## src/rtl/neuron_pkg.sv

```systemverilog
// Shared types and constants for the neuron block: FSM state encoding and data width.
package neuron_pkg;

    localparam int DATA_W = 8;

    typedef enum logic [1:0] {
        IDLE = 2'd0,
        LOAD = 2'd1,
        ACC  = 2'd2,
        DONE = 2'd3
    } state_t;

endpackage

```

## src/rtl/neuron_mac.sv

```systemverilog
// Multiply-accumulate datapath: acc + (a*b) with N-bit wrap, or clamp to 2^N-1
// when NEURON_SATURATE_EN is defined.
module neuron_mac
    import neuron_pkg::*;
#(
    parameter int N = 18
) (
    input  logic [DATA_W-1:0] a,
    input  logic [DATA_W-1:0] b,
    input  logic [N-1:0]      acc,
    output logic [N-1:0]      sum
);

    localparam int PW = 2 * DATA_W;

    logic [PW-1:0] prod;
    assign prod = a * b;

`ifdef NEURON_SATURATE_EN
    // One guard bit above the wider of accumulator and product catches the carry.
    localparam int EW = ((N > PW) ? N : PW) + 1;
    localparam logic [N-1:0] MAXV = {N{1'b1}};

    logic [EW-1:0] wide;
    assign wide = EW'(acc) + EW'(prod);
    assign sum  = (wide > EW'(MAXV)) ? MAXV : wide[N-1:0];
`else
    assign sum = acc + N'(prod);
`endif

endmodule

```

## src/rtl/neuron.sv

```systemverilog
// Sequential M-pair weighted-sum neuron: IDLE/LOAD/ACC/DONE FSM, pair counter and
// registered output. Build option: NEURON_SATURATE_EN (clamp instead of wrap).
module neuron
    import neuron_pkg::*;
#(
    parameter int N = 18,
    parameter int M = 4
) (
    input  logic              clk,
    input  logic              rst,
    input  logic              start,
    input  logic [DATA_W-1:0] in,
    input  logic [DATA_W-1:0] weight,
    output logic [N-1:0]      out,
    output logic              ready
);

    localparam int CW = (M < 1) ? 1 : $clog2(M + 1);

    state_t            state, state_nxt;
    logic [N-1:0]      acc;
    logic [CW-1:0]     cnt;
    logic [DATA_W-1:0] in_r, w_r;
    logic [N-1:0]      sum;
    logic              last;

    assign last  = (cnt == CW'(M - 1));
    assign ready = (state == DONE);

    neuron_mac #(.N(N)) u_mac (
        .a   (in_r),
        .b   (w_r),
        .acc (acc),
        .sum (sum)
    );

    always_ff @(posedge clk or negedge rst) begin
        if (!rst) state <= IDLE;
        else      state <= state_nxt;
    end

    always_comb begin
        state_nxt = state;
        unique case (state)
            IDLE:    if (start) state_nxt = LOAD;
            LOAD:    state_nxt = ACC;
            ACC:     state_nxt = last ? DONE : LOAD;
            DONE:    if (start) state_nxt = LOAD;
            default: state_nxt = IDLE;
        endcase
    end

    // out only moves on the final ACC, so an aborted run never leaks a partial sum.
    always_ff @(posedge clk or negedge rst) begin
        if (!rst) begin
            acc  <= '0;
            cnt  <= '0;
            in_r <= '0;
            w_r  <= '0;
            out  <= '0;
        end else begin
            unique case (state)
                IDLE, DONE: begin
                    if (start) begin
                        acc <= '0;
                        cnt <= '0;
                    end
                end
                LOAD: begin
                    in_r <= in;
                    w_r  <= weight;
                end
                ACC: begin
                    acc <= sum;
                    cnt <= cnt + 1'b1;
                    if (last) out <= sum;
                end
                default: ;
            endcase
        end
    end

endmodule

```

## config.mk

```make
export PLATFORM = sky130hd
export DESIGN_NAME = neuron
export DESIGN_NICKNAME = d
export VERILOG_FILES = /design/src/rtl/neuron_pkg.sv /design/src/rtl/neuron_mac.sv /design/src/rtl/neuron.sv
export SDC_FILE = /design/constraint.sdc
export NUM_CORES = 1
export LEC_CHECK = 0
export ABC_AREA = 1
export CAP_MARGIN = 30
export CORE_AREA = 4 4 100 102
export DETAILED_ROUTE_END_ITERATION = 12
export DIE_AREA = 0 0 104 106
export MAX_ROUTING_LAYER = met4
export PLACE_DENSITY_LB_ADDON = 0.2
export SETUP_SLACK_MARGIN = 0.4
export SYNTH_ARGS = -nofsm -noshare
export SYNTH_HDL_FRONTEND = slang
export SYNTH_HIERARCHICAL = 1
export SYNTH_SLANG_ARGS = --single-unit
export TNS_END_PERCENT = 100
```

## constraint.sdc

```tcl
create_clock -name clk -period 4.75 [get_ports clk]
set_input_delay 0.7125 -clock clk [delete_from_list [all_inputs] [get_ports clk]]
set_output_delay 0.7125 -clock clk [all_outputs]
set_load 0.01 [all_outputs]
```

; ---- Word-level counts from Yosys, hierarchy flattened
; Cells that the tools add are included.
; Widths: inputs -> output; s select.
[op_classes]
n_addsub = 2
mul = 1
div = 0
n_lt_le_gt_ge = 0
eq_ne = 5
shift = 0
n_mux = 7
bitwise_logic = 0
reduce_logical = 5
[op_table]
columns = op, count
row1 = $pmux 18 s2, 1
row2 = $add 18x16->18, 1
row3 = $mux 18, 1
row4 = $mul 8x8->16, 1
row5 = $pmux 2 s3, 1
row6 = $pmux 3 s2, 1
row7 = $eq 2x2->1 const B, 2
row8 = $mux 2, 2
row9 = $reduce_and 2->1, 2
row10 = $add 3x1->3 const B, 1
row11 = $eq 3x2->1 const B, 1
row12 = $mux 3, 1
row13 = $eq 2x1->1 const B, 1
row14 = $logic_not 2->1, 1
row15 = $ne 2x1->1 const B, 1
row16 = $reduce_bool 2->1, 1
row17 = $reduce_or 2->1, 1
[word_totals]
regBits = 57
latchBits = 0
ram_bits = 0
mem_bits_ro = 0
in_bits = 19
wordCells = 26
mem_count = 0

; ---- Longest topological paths before layout
[logic_depth]
depth_word = 4
ltp_mapped = 24

; ---- Modules after synthesis
; The synthesis kept the hierarchy.
[modules_own_cells]
columns = mod, instances, cells_per_inst, area_per_inst_um2
row1 = neuron_mac, 1, 435, 2900.3
row2 = neuron, 1, 297, 2506.2

; ---- Least setup slack after synthesis
; OpenSTA, ideal clock, no wires.
[synth_path]
kind = register to register
startpoint = register w_r[7]
endpoint = register acc[16]
setup_time_ns = 0.116
arrival_time_ns = 3.907
path_slack_ns = 0.727
stages_incl_launch_ff = 23
path_buffers = 1
synth_period_minus_slack_ns = 4.023
path_cell_list = dfrtp_1 -> clkbuf_1 -> nand2_1 -> fa_1 -> fa_1 -> inv_1 -> fa_1 -> inv_1 -> fa_1 -> inv_1 -> ha_1 -> nand2_1 -> inv_1 -> nand2_1 -> nand3_2 -> nand2_1 -> nand2_1 -> nand2_1 -> nand2_1 -> nand2_1 -> inv_1 -> nand2_1 -> nand2_1
[synth_between]
elab_chain_cells = 3
[synth_rtl]
columns = element, line
row1 = from (decl), neuron.sv:23  ; logic [DATA_W-1:0] in_r, w_r;
row2 = from (signal assigned), neuron.sv:71  ; w_r <= weight;
row3 = $mul 8x8->16, neuron_mac.sv:17  ; assign prod = a * b;
row4 = $add 18x16->18, neuron_mac.sv:28  ; assign sum = acc + N'(prod);
row5 = net sum[16], neuron.sv:24  ; logic [N-1:0] sum;
row6 = $pmux 18 s2, neuron.sv:62  ; unique case (state)
row7 = to (signal assigned), neuron.sv:74  ; acc <= sum;
row8 = to (decl), neuron.sv:21  ; logic [N-1:0] acc;
; The timed path passes the listed nets, and every way through them passes these cells.
; A chain may end at the register's enable or synchronous reset.

; ---- Worst setup path in the final report
[layout_path]
startpoint = register w_r[6]
endpoint = register acc[8]
; Same word-level chain as after synthesis.

==> flow_summary_export.csv <==
group,metric,value,unit
run_status,status,"finished, final reports clean",
timing,period_share,88.0,%
drt,drtPass1Iterations,5,
placement,gp_congestion,0.911,
global_routing,antenna_found_initial,0,
finish,final_layout_size_suffix_gt1_share,8.31,%
global_routing,grt_pass1_wl,20300,um
global_routing,grt_usage,23.7,%
timing,finalCriticalPeriod,4180,ps
setup_path,crit_fanout,9,
setup_path,reg2reg_from,"w_r[6]$_DFFE_PN0N_",
setup_path,critPathLaunchType,"register",
timing,maxSlewHeadroom,36.8,%
cts,clockBufferDepth,2,
synth,synth-simple-area-share,24.7,%
worst_hold_path,hold_path.class,"reg2reg",
placement,dp_hpwl,9580,um
die,ios,38,
die,rows,35,
synth,ys.flop_type,"dfrtp_1",
cts,cts-root-buf,"clkbuf_8",
setup_path,arrival,4450,ps
drt,drt_first_iter_violations,212,
setup_path,crit_start,"w_r[6]$_DFFE_PN0N_",
drt,routed-via-count,4407,
synth,synth_top_family_by_area,"adder cells",
synth,syn_nets,847,
global_routing,overflow,0,
global_routing,grt_pass1_vias,4286,
die,start_util,59.4,%
finish,syn_to_final_growth,14.0,%
timing,hold_violations,0,
job,drv_cap,0,
synth,synth_compound_area_share,2.48,%
setup_path,crit_path_end_kind,"register",
setup_path,cp_cell_sequence,"nand2_1 > fa_1 > fa_1 > inv_1 > fa_1 > inv_1 > fa_1 > inv_1 > ha_4 > nand2_2 > nor2_1 > nand2_1 > nand3_2 > xor2_1 > nand2_1 > inv_1 > nand2_1 > nand2_1",
setup_path,cp_top_family,"adder cells",
global_routing,grt_max_degree,58,
drt,drc,0,
synth,synth_seq_cells,57,
timing,worst_pin_slew,946,ps
cts,cts_buffers,9,
synth,yosysMostFrequentCell,"nand2_1",
drt,vias_per_cell,5.00,
synth,postSynthAreaPerCell,7.39,sq um
synth,synth_top_area_cell,"dfrtp_1",
die,core,0.00911,sq mm
synth,synthCells,732,
setup_path,critPathMostFrequentCell,"nand2_1",
synth,synth_cell_types,23,
synth,synth_top_area_share,26.4,%
cts,insertion_delay,340,ps
cts,cts_max_level,3,
setup_path,critical-path-max-stage-delay,540,ps
setup_path,critPathSlowestCell,"fa_1",
synth,synthesis.area,0.00541,sq mm
finish,fillCellCount,770,
die,design.die.area,0.0110,sq mm
setup_path,cp_num_buf_inv,4,
timing,finalSetupViolations,0,
drt,final_antenna_net_count,0,
die,die_x,104,um
synth,synth_seq_area_share,26.4,%
drt,wl_per_cell,14.0,um
cts,clkSinkCount,57,
timing,skew,9.12,ps
finish,regArea,0.00145,sq mm
timing,fmax,239,MHz
synth,ys.warnings.count,6,
cts,ctsHoldBuffers,0,
synth,synthTopCellsByArea,"dfrtp_1 26%, fa_1 19%, nand2_1 17%",
timing,rsz0062_at_grt,"no",
finish,diodes,0,
synth,synthMuxAreaShare,0,%
cts,cts_tree,"built",
synth,async_reset_ff_share,100,%
setup_path,worstSetupPathType,"reg2reg",
worst_hold_path,min_from,"out[17]$_DFFE_PN0P_",
placement,port_buffers,37,
synth,synth_edf_count,0,
drt,drt_wl_total,12400,um
die,die_h,106,um
timing,tns,0,ps
synth,synth-adder-area-share,29.2,%
cts,clkSlewWorstSetupHoldPaths,70,ps
finish,final_nets,880,
synth,synth_xor_area_share,1.30,%
synth,synthTopCellsByCount,"246 x nand2_1, 190 x inv_1, 57 x dfrtp_1, 50 x fa_1, 50 x nand3_1",
timing,slew_viol_final,0,
setup_path,required,5020,ps
finish,multi_input_area,0.00316,sq mm
[state kept, by name, indices dropped and copies added (netlist names)]
name,flops
w_r,8
out,18
in_r,8
acc,18
state,2
cnt,3
[through the flow]
stage                     instances  hold WS [ps]  setup slack, ps  utilization (%)  area (sq um)
after floorplan                 732           417              727                -          5410
after global placement          851           454              371             63.4          5780
after detailed placement        851           457              320             63.4          5780
after CTS                       867           476              407             65.9          6000
after global routing            881           495              397             67.7          6160
final                           881           472              569             67.7          6160
[placed cells by master (no fill, tap or decap), drive strengths merged]
cell type	instances
xnor2	3
clkinv	3
o21ai	18
clkbuf	12
nor2	14
a21oi	8
nand4	2
nand3b	2
nand3	52
or2	1
nor3	2
ha	46
dfrtp	57
inv	190
clkdlybuf4s50	36
buf	16
xor2	5
bufinv	2
fa	50
nand2	251
[layer usage]
metal  track usage (%)  part of all wire, %  vias up
li1                  -                    -     2189
met1              30.9                   45     2103
met2              39.6                   49       95
met3              2.55                  3.9       20
met4              6.84                  1.8        0
met5                 -                    0        -
[cell type report]
class	count	share of cell area, %
Clock buffer	11	2.29
Clock inverter	5	1.28
Inverter	190	11.6
Multi-Input combinational cell	454	51.3
Sequential cell	57	23.5
Tap cell	111	2.25
Timing Repair Buffer	53	7.84
[worst reg2reg max path: cells and delay by family (launching register included)]
family	cells	cell delay, ps
flip-flops	1	480
AND/OR/NAND/NOR	8	740
buffers and inverters	4	260
adder cells (fa/ha/maj)	5	2390
XOR/XNOR	1	260
[worst paths after layout]
check                                       to  slack [ps]  cells past startpoint
max                         acc[8]$_DFFE_PN0P_         570                     18
min                        out[17]$_DFFE_PN0P_         470                      2
max reg2reg                 acc[8]$_DFFE_PN0P_         570                     18
min reg2reg                out[17]$_DFFE_PN0P_         470                      2
max in group asynchronous  in_r[5]$_DFFE_PN0N_        3700                      2
min in group asynchronous   out[2]$_DFFE_PN0P_         510                      2
[logic make-up after synthesis]
family,Yosys count
buf+inv,221
flops,57
compound gates,26
fa+ha+maj,96
xor+xnor,8
simple gates,324
[repair_timing]
action	4_1_cts	5_1_grt
buffers inserted	0	14
setup endpoints to repair	7	20
pin swaps	0	2
gates resized for setup	4	18
Power is left out: the tool's default activity adds up to more than one toggle a clock period on the data nets, which glitch-free logic cannot reach.
